$ cat src/rtl/dmem_lsu_ctrl.sv
// dmem_lsu_ctrl: RV32 load/store front end for port B of the byte-write BRAM.
// One request is in flight at a time. The BRAM is driven in the accept cycle.
// Loads are aligned and extended one cycle later. Every access, including a
// rejected one, gives exactly one buffered response.
module dmem_lsu_ctrl #(
  parameter int ADDR_WIDTH = 15,
  parameter int NUM_COL    = 4,
  parameter int COL_WIDTH  = 8
) (
  input  logic                           clk,
  input  logic                           reset,
  input  logic                           req_valid,
  output logic                           req_ready,
  input  logic                           req_we,
  input  logic [2:0]                     req_funct3,
  input  logic [ADDR_WIDTH+1:0]          req_addr,
  input  logic [NUM_COL*COL_WIDTH-1:0]   req_wdata,
  output logic                           rsp_valid,
  input  logic                           rsp_ready,
  output logic [NUM_COL*COL_WIDTH-1:0]   rsp_rdata,
  output logic                           rsp_err,
  output logic                           mem_en,
  output logic [NUM_COL-1:0]             mem_we,
  output logic [ADDR_WIDTH-1:0]          mem_addr,
  output logic [NUM_COL*COL_WIDTH-1:0]   mem_din,
  input  logic [NUM_COL*COL_WIDTH-1:0]   mem_dout
);

  localparam int DW = NUM_COL * COL_WIDTH;

  typedef enum logic [1:0] {
    IDLE = 2'd0,
    RD   = 2'd1,
    RESP = 2'd2
  } state_t;

  state_t            state_r;
  logic [1:0]        offset_r;
  logic [2:0]        funct3_r;
  logic              accept_s;
  logic              reqErr_s;
  logic [NUM_COL-1:0] wrMask_s;
  logic [DW-1:0]     wrData_s;

  // Illegal funct3 for the direction, or a halfword/word not on its natural boundary.
  function automatic logic accessErr(input logic we, input logic [2:0] f3, input logic [1:0] off);
    logic err;
    case (f3)
      3'b000:  err = 1'b0;
      3'b001:  err = off[0];
      3'b010:  err = |off;
      3'b100:  err = we;
      3'b101:  err = we | off[0];
      default: err = 1'b1;
    endcase
    return err;
  endfunction

  // Pick the addressed byte/half out of the read word and extend it.
  function automatic logic [DW-1:0] loadExtend(input logic [2:0] f3, input logic [1:0] off,
                                               input logic [DW-1:0] word);
    logic [7:0]    lane;
    logic [15:0]   half;
    logic [DW-1:0] res;
    case (off)
      2'd0:    lane = word[7:0];
      2'd1:    lane = word[15:8];
      2'd2:    lane = word[23:16];
      2'd3:    lane = word[31:24];
      default: lane = 8'd0;
    endcase
    half = off[1] ? word[31:16] : word[15:0];
    case (f3)
      3'b000:  res = {{24{lane[7]}}, lane};
      3'b001:  res = {{16{half[15]}}, half};
      3'b010:  res = word;
      3'b100:  res = {24'd0, lane};
      3'b101:  res = {16'd0, half};
      default: res = 32'd0;
    endcase
    return res;
  endfunction

  // Ready only when idle and out of reset. The reset term keeps the block from accepting while rst is low.
  assign req_ready = (state_r == IDLE) && reset;
  assign accept_s  = req_valid && req_ready;
  assign reqErr_s  = accessErr(req_we, req_funct3, req_addr[1:0]);
  assign mem_addr  = req_addr[ADDR_WIDTH+1:2];
  assign mem_din   = wrData_s;

  // Byte-lane mask and replicated store data for the presented request.
  always_comb begin
    wrMask_s = 4'b0000;
    wrData_s = req_wdata;
    case (req_funct3[1:0])
      2'b00: begin
        wrMask_s = 4'b0001 << req_addr[1:0];
        wrData_s = {4{req_wdata[7:0]}};
      end
      2'b01: begin
        wrMask_s = 4'b0011 << req_addr[1:0];
        wrData_s = {2{req_wdata[15:0]}};
      end
      2'b10: begin
        wrMask_s = 4'b1111;
        wrData_s = req_wdata;
      end
      default: begin
        wrMask_s = 4'b0000;
        wrData_s = req_wdata;
      end
    endcase
  end

  // BRAM strobes exist only in the accept cycle of a legal request.
  always_comb begin
    mem_en = 1'b0;
    mem_we = 4'b0000;
    if (accept_s && !reqErr_s) begin
      mem_en = 1'b1;
      if (req_we) begin
        mem_we = wrMask_s;
      end else begin
        mem_we = 4'b0000;
      end
    end else begin
      mem_en = 1'b0;
      mem_we = 4'b0000;
    end
  end

  // Request/response sequencing with registered response outputs.
  always_ff @(posedge clk or negedge reset) begin
    if (!reset) begin
      state_r   <= IDLE;
      rsp_valid <= 1'b0;
      rsp_rdata <= 32'd0;
      rsp_err   <= 1'b0;
      offset_r  <= 2'd0;
      funct3_r  <= 3'd0;
    end else begin
      case (state_r)
        IDLE: begin
          if (accept_s) begin
            if (reqErr_s || req_we) begin
              state_r   <= RESP;
              rsp_valid <= 1'b1;
              rsp_rdata <= 32'd0;
              rsp_err   <= reqErr_s;
            end else begin
              state_r  <= RD;
              offset_r <= req_addr[1:0];
              funct3_r <= req_funct3;
            end
          end
        end
        RD: begin
          rsp_rdata <= loadExtend(funct3_r, offset_r, mem_dout);
          rsp_err   <= 1'b0;
          rsp_valid <= 1'b1;
          state_r   <= RESP;
        end
        RESP: begin
          if (rsp_ready) begin
            rsp_valid <= 1'b0;
            state_r   <= IDLE;
          end
        end
        default: begin
          rsp_valid <= 1'b0;
          state_r   <= IDLE;
        end
      endcase
    end
  end

endmodule

$ cat config.mk
export PLATFORM = sky130hd
export DESIGN_NAME = dmem_lsu_ctrl
export DESIGN_NICKNAME = d
export VERILOG_FILES = /design/src/rtl/dmem_lsu_ctrl.sv
export SDC_FILE = /design/constraint.sdc
export NUM_CORES = 1
export LEC_CHECK = 0
export ABC_AREA = 1
export CAP_MARGIN = 10
export CORE_MARGIN = 10
export CORE_UTILIZATION = 43
export DETAILED_ROUTE_END_ITERATION = 16
export GPL_TIMING_DRIVEN = 1
export PLACE_DENSITY = 0.88
export RECOVER_POWER = 25
export REMOVE_ABC_BUFFERS = 1
export SLEW_MARGIN = 20
export SYNTH_ARGS = -nofsm -noshare
export SYNTH_HDL_FRONTEND = slang
export SYNTH_SLANG_ARGS = --single-unit
$ cat constraint.sdc
create_clock -name clk -period 1.88 [get_ports clk]
set_input_delay 0.376 -clock clk [delete_from_list [all_inputs] [get_ports clk]]
set_output_delay 0.376 -clock clk [all_outputs]
set_load 0.005 [all_outputs]
**Word-level counts from Yosys, hierarchy flattened**

Cells that the tools add are included.

- Bits in registers: 41
- Bits in latches: 0
- RAM bits: 0
- ROM bits: 0
- Output and inout bits: 87
- Word-level logic and storage cells: 67
- Memories kept: 0

- Add/subtract/negate cells: 0
- $mul: 0
- Div/mod/pow operators: 0
- Magnitude comparators: 0
- Eq/ne operators: 18
- Shifts and indexed selects: 2
- Muxes and demuxes: 23
- Bitwise operators: 2
- Reduce and logical (&&, ||, !) cells: 16

Operators with widths:

| operator | number |
|---|---|
| one-hot mux 32 bit (5 select lines) | 1 |
| one-hot mux 32 bit (2 select lines) | 2 |
| two-way mux 32 bit | 2 |
| one-hot mux 8 bit (4 select lines) | 1 |
| two-way mux 16 bit | 1 |
| equality test 3 bit (second input constant) | 4 |
| one-hot mux 4 bit (3 select lines) | 1 |
| AND reduction 3 bit | 3 |
| equality test 2 bit (second input constant) | 4 |
| two-way mux 4 bit | 2 |
| equality test 2 x 1 -> 1 bit (second input constant) | 3 |
| equality test 3 x 1 -> 1 bit (second input constant) | 2 |
| equality test 3 x 2 -> 1 bit (second input constant) | 2 |
| zero test 2 bit | 3 |
| zero test 3 bit | 2 |
| two-way mux 1 bit | 6 |
| two-way mux 2 bit | 3 |
| one-hot mux 2 bit (3 select lines) | 1 |
| one-hot mux 1 bit (5 select lines) | 1 |
| inequality test 2 bit (second input constant) | 2 |
| left shift 1 x 2 -> 4 bit (first input constant) | 1 |
| left shift 2 x 2 -> 4 bit (first input constant) | 1 |
| logical AND 1 bit | 3 |
| one-hot mux 1 bit (3 select lines) | 1 |
| other kinds (9) | 9 |

**Depth between registers and ports, before layout**

- Word-level depth: 6
- Gate-level depth with buffers: 11
- Gate-level depth less buffers: 9

**Worst setup path after synthesis**

OpenSTA, ideal clock, no wires.

- Path type: reg-to-output
- Start: register state_r[0]
- End: output port mem_we[0]
- Arrival: 1165 ps
- Slack: 339 ps
- Cell stages (with the launch flop): 8
- Buffers on the path: 0
- Cells stage by stage: dfrtp_1 > inv_2 > nand2_1 > nor2_1 > nand2_1 > nor2_1 > nand3_1 > nor2_1

- Longest elaborated chain between the ends: 5

Ends and longest elaborated chain:

| what | line | text |
|---|---|---|
| start, declared | 37 | `state_t state_r;` |
| start signal, assigned | 135 | `state_r <= IDLE;` |
| start signal, assigned | 146 | `state_r <= RESP;` |
| start signal, assigned | 151 | `state_r <= RD;` |
| zero test 2 bit | 85 | `assign req_ready = (state_r == IDLE) && reset;` |
| logical AND 1 bit | 85 |  |
| via req_ready | 13 | `output logic req_ready,` |
| logical AND 1 bit | 86 | `assign accept_s = req_valid && req_ready;` |
| logical AND 1 bit | 119 | `if (accept_s && !reqErr_s) begin` |
| two-way mux 4 bit | 119 |  |
| end, declared | 23 | `output logic [NUM_COL-1:0] mem_we,` |

The timed path passes the listed nets, and every way through them passes these cells.

**Final worst setup path**

- Start: register state_r[1]
- End: output port mem_we[3]

- Longest elaborated chain between the ends: 5

Ends and longest elaborated chain:

| what | line |
|---|---|
| zero test 2 bit | 85 |
| logical AND 1 bit | 85 |
| logical AND 1 bit | 86 |
| logical AND 1 bit | 119 |
| two-way mux 4 bit | 119 |

Every way passes these cells.

==> results.ini <==
[timing]
period_share_pct=107
finalHoldViolations=0
final-max-slew-violation-count=0
fmax_ghz=0.498
relSlewSlack_pct=35.3
period_minus_slack_ns=2.01
fin_skew_ns=0.00619
rsz0062_at_grt=yes
worstMarginPinSlew_ns=0.970
setup_viol_count_final=4
layout_setup_ws_ns=-0.127

[routing]
wl_per_cell_um=16.3
drt-total-wl_um=12800
via_per_inst=5.03
vias=3950
antenna_left=0
drc=0
drt_iter0_markers=222
drt-pass1-iter-count=6

[place]
globalplace.congestion=0.845
port_buffers=145
post-dp-hpwl_um=9440

[clock_tree]
clock_path_buffers=2
clkLatencyLatePin_ns=0.29
cts-buffers-inserted=5
root_buffer=clkbuf_8
cts.hold.buffers_added=0
cts.sink_count=41
cts.reportedPaths.clkPinSlew_ns=0.08
htreeDepth=2
cts_tree=done

[critical_path]
cp_top_family=simple AND/OR/NAND/NOR gates
crit_chain=inv_2 -> nand2_2 -> nor2_4 -> nand2_4 -> nor2_4 -> nand3_2 -> buf_6 -> nor2_4 -> buf_2
critical_path_buf_inv_count=3
cp_common_cell=nor2_4
end_kind=output port
start_kind=flop
crit_path_top_delay_cell=dfrtp_1
max_stage_delay_ns=0.42
crit_fanout=3
arrival_ns=1.63
worstPathRequired_ns=1.50
crit_type=reg -> out

[floorplanning]
ios=176
fp-row-count=31
dieArea_um2=11200
start_util_pct=44.1
design.core.area_um2=7210
die_h_um=106
die_x_um=106

[cells_and_area]
layout.nets=774
final_core_util_pct=69.9
synthToLayoutAreaGrowth_pct=58.6
n_antenna_cell=0
layout_commonest_cell=nand2_1
mostFrequentLayoutCells=nand2_1 (283), clkdlybuf4s50_1 (105), dfrtp_1 (41), inv_1 (35), buf_4 (34)
drive_above_1_share_pct=16.9
nFillCells=577

[synth]
synth_area_leaders=nand2_1 (34%), dfrtp_1 (32%), buf_4 (6.1%), inv_1 (4.5%), nand3_1 (3.9%)
yosysTopAreaCell=nand2_1
synth_area_um2=3180
synth_fa_ha_area_share_pct=0
synth-simple-area-share_pct=43.7
synth_mux_area_share_pct=0
synth_compound_area_share_pct=7.35
syn_avg_cell_area_um2=6.03
synth_top_family_by_area=simple AND/OR/NAND/NOR gates
synthCells=528
ys_ff_latch=41
yosysTopAreaCellShare_pct=34.4
synth.yosys.seq_area_share_pct=32.2
synthXorXnorAreaFrac_pct=0
ys_types=29
synth_warnings=0

[pwr]
power_leakage_uw=0.00282
p_per_area_nw_per_um2=718
ir_drop_v=0.000389
power_uw=3620

[global_routing]
grt_pass1_wl_um=19300
grt_max_degree=42
grt_antenna_before_repair=0
track_usage_pct=20.8
grt_pass1_vias=3971
grt_overflow_total=0

[worst_hold_path]
hold_class=in -> async

[job]
drv_cap=0

[status]
violations=negative setup slack
outcome=finished with violations

## cell type report
cell class,instances,area [um2],share of cell area [%]
clock buffer,6,72.6,1.44
timing repair buffer,192,1850,36.6
tap,99,124,2.45
inverter,58,228,4.51
clock inverter,2,10.0,0.198
sequential,41,1030,20.3
multi-input combinational,387,1740,34.5
## state kept, by name, indices dropped and copies added (netlist names)
register / cells
offset_r: 2
funct3_r: 3
rsp_err: 1
rsp_valid: 1
state_r: 2
rsp_rdata: 32
## through the flow
stage / area [um2] / setup TNS (ns) / cells / hold WS, ns / setup WS [ns]
floorplan: 2880 / 0 / 486 / 0.0804 / 0.238
global placement: 4710 / -14.35 / 760 / 0.461 / -0.684
detailed placement: 4710 / -19.33 / 760 / 0.464 / -0.839
CTS: 4920 / -0.206 / 781 / 0.200 / -0.104
global route: 5050 / -0.602 / 785 / 0.399 / -0.198
finish: 5050 / -0.260 / 785 / 0.370 / -0.127
## what timing repair did
| item | 4_1_cts | 5_1_grt |
|---|---|---|
| pin swaps | 10 | 14 |
| gates resized for setup | 84 | 27 |
| setup buffers | 12 | 3 |
| setup endpoints to repair | 32 | 60 |
| cloned | 1 | 3 |
## cell usage after synthesis
library cell,number
nor2_2,2
o31ai_1,1
o211ai_1,3
inv_1,38
nand3_4,1
inv_4,3
nor2_1,21
nand3_1,25
nand2_2,2
nand2_1,292
buf_6,3
nor2_8,1
nand3_2,1
o21ai_0,16
a211oi_1,1
clkinv_1,1
nor2_4,1
buf_12,1
buf_4,26
o21a_1,1
buf_2,10
inv_2,16
o21bai_1,1
o22ai_1,7
a21oi_1,8
clkbuf_1,2
nand4_1,1
a21oi_2,2
dfrtp_1,41
## logic make-up (layout without fill, tap and decap cells)
group | after synthesis | in the layout
compound gates | 40 | 40
simple gates | 347 | 347
buf+inv | 100 | 258
flops | 41 | 41
## report_power, final
part           switching [uW]  leakage, uW  internal (uW)  total, uW
Combinational            1040      0.00222            868       1900
Sequential                152     0.000555           1010       1160
Clock                     302    0.0000450            258        560
## metal layers
layer  routed length (um)  track usage [%]
met5                    0                0
met4                  308             6.00
met3                 1730             9.84
met2                 6030             36.9
met1                 4750             21.4
## worst paths after layout
path	to	slack, ns	startpoint	depth (start not counted)
min in group clk	funct3_r[0]	0.39	req_funct3[0]	3
min reg2reg	rsp_rdata[7]	0.48	rsp_rdata[7]	2
min	rsp_rdata[29]	0.37	reset	2
max	mem_we[3]	-0.13	state_r[1]	9
max reg2reg	rsp_rdata[14]	0.14	state_r[1]	12
max in group asynchronous	funct3_r[0]	0.91	reset	2
(Power assumes the default switching activity.)
